### src/rtl/fir_mac_serial.sv
`default_nettype none
// =====================================================================
// Module   : fir_mac_serial
// Brief    : Time-multiplexed direct-form FIR filter. A single shared
//            multiplier walks the taps one per cycle. The result is held
//            behind a valid/ready handshake until it is consumed.
// Options  : FIR_SAT_EN - when defined, y saturates to the signed YW
//            range. When undefined, y takes the low YW accumulator bits
//            and overflow wraps.
// Revision : 1.0 - initial release
// =====================================================================
module fir_mac_serial #(
    parameter int DW   = 10,
    parameter int CW   = 10,
    parameter int TAPS = 8,
    parameter int YW   = 16
) (
    input  logic                     clk,
    input  logic                     rst_n,
    input  logic                     en,
    input  logic                     coef_we,
    input  logic [$clog2(TAPS)-1:0]  coef_addr,
    input  logic [CW-1:0]            coef_wdata,
    input  logic                     in_valid,
    output logic                     in_ready,
    input  logic [DW-1:0]            x,
    output logic                     out_valid,
    input  logic                     out_ready,
    output logic [YW-1:0]            y
);

    localparam int ADDR_W = $clog2(TAPS);
    localparam int PW     = DW + CW;
    localparam int AW     = DW + CW + $clog2(TAPS);

    localparam logic [ADDR_W-1:0] LAST_K   = ADDR_W'(TAPS - 1);
    localparam logic [ADDR_W:0]   TAPS_EXT = (ADDR_W + 1)'(TAPS);

    typedef enum logic [1:0] {
        IDLE = 2'd0,
        MAC  = 2'd1,
        DONE = 2'd2
    } state_t;

    state_t state;
    state_t state_nxt;

    logic signed [DW-1:0] xd   [TAPS];
    logic signed [CW-1:0] coef [TAPS];
    logic signed [AW-1:0] acc;
    logic [ADDR_W-1:0]    k;

    logic                 accept;
    logic                 last_tap;
    logic                 addr_ok;
    logic signed [DW-1:0] xk;
    logic signed [CW-1:0] hk;
    logic signed [PW-1:0] prod;
    logic signed [AW-1:0] acc_nxt;
    logic [YW-1:0]        y_nxt;

    // Handshake qualifiers. Reset gates in_ready so nothing is offered
    // while the block is being cleared.
    assign in_ready  = rst_n & en & (state == IDLE);
    assign out_valid = (state == DONE);
    assign accept    = in_valid & in_ready;
    assign last_tap  = (k == LAST_K);
    assign addr_ok   = ({1'b0, coef_addr} < TAPS_EXT);

    // Single shared multiplier. Both operands are sign-extended to the
    // product width so the truncated product is exact.
    assign xk      = xd[k];
    assign hk      = coef[k];
    assign prod    = PW'(xk) * PW'(hk);
    assign acc_nxt = acc + AW'(prod);

    generate
        if (YW < AW) begin : g_narrow
`ifdef FIR_SAT_EN
            localparam logic [YW-1:0] Y_MAX = {1'b0, {(YW-1){1'b1}}};
            localparam logic [YW-1:0] Y_MIN = {1'b1, {(YW-1){1'b0}}};
            logic [AW-YW:0] top_bits;
            assign top_bits = acc_nxt[AW-1:YW-1];
            // Clamp when the bits above the output sign disagree with it.
            always_comb begin
                y_nxt = acc_nxt[YW-1:0];
                if (!((&top_bits) || (~|top_bits))) begin
                    y_nxt = acc_nxt[AW-1] ? Y_MIN : Y_MAX;
                end
            end
`else
            assign y_nxt = acc_nxt[YW-1:0];
`endif
        end else begin : g_wide
            assign y_nxt = YW'(acc_nxt);
        end
    endgenerate

    // State register.
    always_ff @(posedge clk) begin
        if (!rst_n) begin
            state <= IDLE;
        end else begin
            state <= state_nxt;
        end
    end

    // Next-state logic. Nothing advances while en is low.
    always_comb begin
        state_nxt = state;
        if (en) begin
            case (state)
                IDLE:    if (accept)    state_nxt = MAC;
                MAC:     if (last_tap)  state_nxt = DONE;
                DONE:    if (out_ready) state_nxt = IDLE;
                default:                state_nxt = IDLE;
            endcase
        end
    end

    // Coefficient bank. It is writable only while idle, so a running
    // computation always sees a stable set of taps.
    always_ff @(posedge clk) begin
        if (!rst_n) begin
            for (int i = 0; i < TAPS; i++) begin
                coef[i] <= '0;
            end
        end else if (en && (state == IDLE) && coef_we && addr_ok) begin
            coef[coef_addr] <= coef_wdata;
        end
    end

    // Sample delay line. It shifts once per accepted sample.
    always_ff @(posedge clk) begin
        if (!rst_n) begin
            for (int i = 0; i < TAPS; i++) begin
                xd[i] <= '0;
            end
        end else if (accept) begin
            xd[0] <= x;
            for (int i = 1; i < TAPS; i++) begin
                xd[i] <= xd[i-1];
            end
        end
    end

    // Accumulator, tap counter and output register. On the last tap the
    // final sum goes straight to y.
    always_ff @(posedge clk) begin
        if (!rst_n) begin
            acc <= '0;
            k   <= '0;
            y   <= '0;
        end else if (en) begin
            case (state)
                IDLE: begin
                    if (accept) begin
                        acc <= '0;
                        k   <= '0;
                    end
                end
                MAC: begin
                    acc <= acc_nxt;
                    if (last_tap) begin
                        k <= '0;
                        y <= y_nxt;
                    end else begin
                        k <= k + 1'b1;
                    end
                end
                default: begin
                end
            endcase
        end
    end

endmodule
`default_nettype wire

### config.mk
export PLATFORM = sky130hd
export DESIGN_NAME = fir_mac_serial
export DESIGN_NICKNAME = d
export VERILOG_FILES = /design/src/rtl/fir_mac_serial.sv
export SDC_FILE = /design/constraint.sdc
export NUM_CORES = 1
export LEC_CHECK = 0
export CAP_MARGIN = 0
export CORE_MARGIN = 2
export CORE_UTILIZATION = 45
export CTS_CLUSTER_DIAMETER = 40
export DETAILED_ROUTE_END_ITERATION = 8
export PLACE_DENSITY = 0.61
export SYNTH_ARGS = -nofsm -noshare
export SYNTH_HDL_FRONTEND = slang
export SYNTH_SLANG_ARGS = --single-unit
### constraint.sdc
create_clock -name clk -period 7.2 [get_ports clk]
set_input_delay 1.44 -clock clk [delete_from_list [all_inputs] [get_ports clk]]
set_output_delay 1.44 -clock clk [all_outputs]
set_load 0.03 [all_outputs]
* Yosys cells after proc, flatten, opt, wreduce, memory -nomap -nowiden
Memory sizes are Yosys's and may differ from the RTL's. A register that Yosys moved wholly into a read port is not among the register bits.
Cells that the tools add are included.
W data, S select, Z words.
** Word-level totals
- Register bits :: 44
- Input bits :: 29
- Bits in writable memories :: 160
- Output and inout port bits :: 18
- Memories :: 2
** Operators by class
- Add/sub/neg operators :: 2
- Mux-type cells :: 31
- Equal/unequal tests :: 6
- Bitwise logic cells :: 11
- Reductions and logical operators :: 8
- Multipliers :: 1
** Memories
- coef :: words 8, width 10, read ports 1, clocked after memory_dff 1, write ports 8, line 49 : logic signed [CW-1:0] coef [TAPS];
- xd :: words 8, width 10, read ports 8, clocked after memory_dff 1, write ports 8, line 48 : logic signed [DW-1:0] xd [TAPS];
** Operators by type and width (number)
- $mux W10 :: 9
- $pmux W23 S2 :: 1
- $add A23 B20 Y23 :: 1
- $mux W23 :: 1
- $mux W3 :: 7
- $mul A10 B10 Y20 :: 1
- $reduce_or A10 Y1 :: 1
- $mux W1 :: 8
- $or A1 B1 Y1 :: 8
- $mux W2 :: 3
- $pmux W2 S3 :: 1
- $pmux W3 S2 :: 1
- $reduce_and A3 Y1 :: 2
- $ne A2 B2 Y1 const B :: 2
- $reduce_and A4 Y1 :: 1
- $add A3 B1 Y3 const B :: 1
- $and A1 B1 Y1 :: 3
- $eq A3 B3 Y1 const B :: 1
- $eq A2 B1 Y1 const B :: 1
- $eq A2 B2 Y1 const B :: 1
- $logic_and A1 B1 Y1 :: 2
- $logic_not A2 Y1 :: 1
- $ne A2 B1 Y1 const B :: 1
- $reduce_bool A2 Y1 :: 1

* Longest topological paths before layout
- Word-level depth :: 8
- Depth in mapped cells :: 26
- Depth with buffers taken out :: 23

* Worst setup path after synthesis
No wires, ideal clock.
- Path type :: reg2reg
- From :: register with a tool-made name
- To :: register acc[15]
- Cell stages (with the launch flop) :: 22
- Setup slack :: 0.787 ns
- Required time :: 7.067 ns
- Arrival time :: 6.280 ns
- Setup time :: 0.133 ns
- Path buffers :: 3
- Cells stage by stage :: dfxtp_1 buf_6 buf_2 buf_2 mux4_2 mux2i_1 inv_1 nand2_1 fa_1 fa_1 inv_1 fa_1 fa_1 inv_1 fa_1 inv_1 ha_1 nand4_1 o211a_1 nor3_1 xnor3_1 o22ai_1
** RTL lines
- end signal, assigned :: line 163 : acc <= acc_nxt;
- end, declared :: line 50 : logic signed [AW-1:0] acc;

==> run metrics <==
Post-DP HPWL 19000 µm; RSZ-0062 raised after global routing no; Worst-Margin Slew 1.07 ns; first-pass GRT wire length 43600 µm; Worst VDD drop 0.000171 V; internal power 2.33 mW; CTS tree yes; critical path class register to register; CTS Hold Buffers Added 0; share of layout cells above drive strength 1 0.107; Avg WL per Cell 18.8 µm; power share of the sequential group 0.379; clock skew 0.0178 ns; Mapped Avg Cell Area 12.1 µm²; EDFF count, synth 160; Max Slew Vio Count 0; Synth top area share 0.389; IO Pins 47; CP Data Arrival Time 6.88 ns; initial antenna violation count 0; fillers 2318; root buf cell clkbuf_16; Peak Freq 153 MHz; Core ar. 0.0270 mm²; Clock Path Buffers 2; Power Density 257 mW/mm²; Lkg Pwr 5.73 nW; most common library cell in the layout ignoring fill and taps edfxtp_1; endpoints failing setup 0; largest fanout on the critical path 20; Tot GR Track Use 0.199; placed cells 1391; largest net degree at the start of global routing 82; total of max-cap violations 0; Setup Fix Bufs, Post-CTS 0; Post-synth top flop edfxtp_1; DIE AREA 0.0288 mm²; CP endpoint kind register; Worst Slack Setup Final 0.656 ns; most frequent cells in the layout edfxtp_1, inv_1, and2_1; Post-Synthesis Cells 1020; switching share of total power 0.346; Layout Nets 1228; Worst EP required 7.54 ns; drc violations 0; setup TNS 0 ns; Finished Core Util 0.514; Routability Congestion 0.879; total power 3.57 mW; syn_nets 1179; Slowest Stage Delay on Critical Path 0.78 ns; Top cell by count, worst path fa_1; post-cts gate resize count 0; R2R Setup Slk 0.66 ns; sequential area share after synthesis 0.454; combinational power share 0.347; worst hold path class register to register; number of global-route vias before repair 7878; worst path bufs/invs 3; Final Hold Viols 0; Via density 5.29; initial core utilization 0.458; DR vias 7531; Netlist cell types 46; cts bufs inserted 17; Synth Warn # 0; Post-Syn Area 0.0123 mm²; Row Count 60; H-tree depth 4; initial drt markers 612; pre-CTS setup slack 0.664 ns; ANT cells 0; sw power 1.23 mW; clock network power share 0.274; area leader, netlist edfxtp_1; CP startpoint kind register; Slew Limit Headroom 0.286; chip height 170 µm; Total Wirelength 26800 µm; grt ovf 0; post-synthesis async set-or-reset flop share 0; Cell Count, Final, Fillers Out 1423; dominant cells by area after synthesis edfxtp_1, fa_1, dfxtp_1, and2_1, mux4_2; final worst-path cycle share 0.909; outcome completed; CP max-delay cell dfxtp_2; final antenna-violating net count 0; flops & latches, synth 200; TritonRoute pass-1 iters 4; buffers added on ports 46; Final min period 6.54 ns; Sink Count 200; worst skew pair latency 0.45 ns; delay-heaviest family, CP adder cells; CP Cell Sequence buf_4, mux4_1, mux2_2, and2_1, fa_1, inv_1, fa_1, fa_1, fa_1, fa_1, inv_1, ha_1, a21o_1, a21o_1, a21oi_1, o211a_1, nor3_1, xnor3_1, o22ai_1; die width 170 µm; clk slew on worst S/H paths 0.08 ns; P&R area growth vs syn 12.2%
-- per-stage QoR --
step,hold slack (ns),instance area [µm²]
2_1_floorplan,0.445,12300
3_3_place_gp,0.452,13300
3_5_place_dp,0.459,13300
4_1_cts,0.469,13900
5_1_grt,0.496,13900
6_report,0.465,13900
-- worst min-delay path: stages (launching register included) --
cell	delay, ns
dfxtp_1	0.31
nand2_1	0.04
a21boi_0	0.06
-- final timing paths --
kind / startpoint / endpoint / cells after the start
min: y[4] / y[4] / 2
min reg2reg: y[4] / y[4] / 2
max reg2reg: register / acc[15] / 19
max: register / acc[15] / 19
-- registers in the layout, indices dropped and copies added, names as in the netlist, named ones only --
name   count
acc       16
xd        80
state      2
coef      80
k          3
y         16
-- power groups by stage --
stage               Combinational [mW]  Clock (mW)  Sequential (mW)
floorplan                        0.969           0             1.36
finish                            1.24       0.976             1.35
global placement                  1.20           0             1.38
detailed placement                1.24           0             1.38
global route                      1.41        1.04             1.36
CTS                               1.25       0.995             1.35
-- synth_stat cells (all sizes together), types with 2 or more instances --
master / count
and2: 114
inv: 128
a21boi: 22
mux2i: 9
xor2: 6
nor2b: 12
fa: 83
mux4: 40
buf: 11
o22ai: 2
o21ai: 21
a21o: 4
nand4: 4
clkbuf: 32
nor2: 38
mux2: 16
edfxtp: 160
dfxtp: 40
ha: 47
and3: 62
a22oi: 2
nor3: 5
o211a: 2
xnor2: 20
o21bai: 4
nand2: 90
nand3: 21
a21oi: 10
nand2b: 8
-- final cells by class --
class / count / area, µm² / share of cell area
clock inverters: 14 / 166 / 0.0120
clock buffers: 18 / 429 / 0.0310
flip-flops and latches: 200 / 5610 / 0.405
inverters: 128 / 480 / 0.0347
multi-input cells: 649 / 6080 / 0.439
repair buffers: 73 / 666 / 0.0481
well taps: 341 / 427 / 0.0308
-- kinds of logic after synthesis --
group,after synthesis,synth area share
xor+xnor,27,0.0209
buf+inv,171,0.0545
flops,200,0.454
mux,65,0.0982
simple gates,358,0.154
fa+ha+maj,130,0.182
compound gates,69,0.0361
-- layer usage --
metal	wire, µm	share of wire	global-route usage
met2	12800	0.48	0.327
met3	854	0.032	0.0310
met5	0	0	0
met1	12800	0.48	0.280
met4	391	0.015	0.0468
Note: power is estimated with default switching activity, not from simulation.
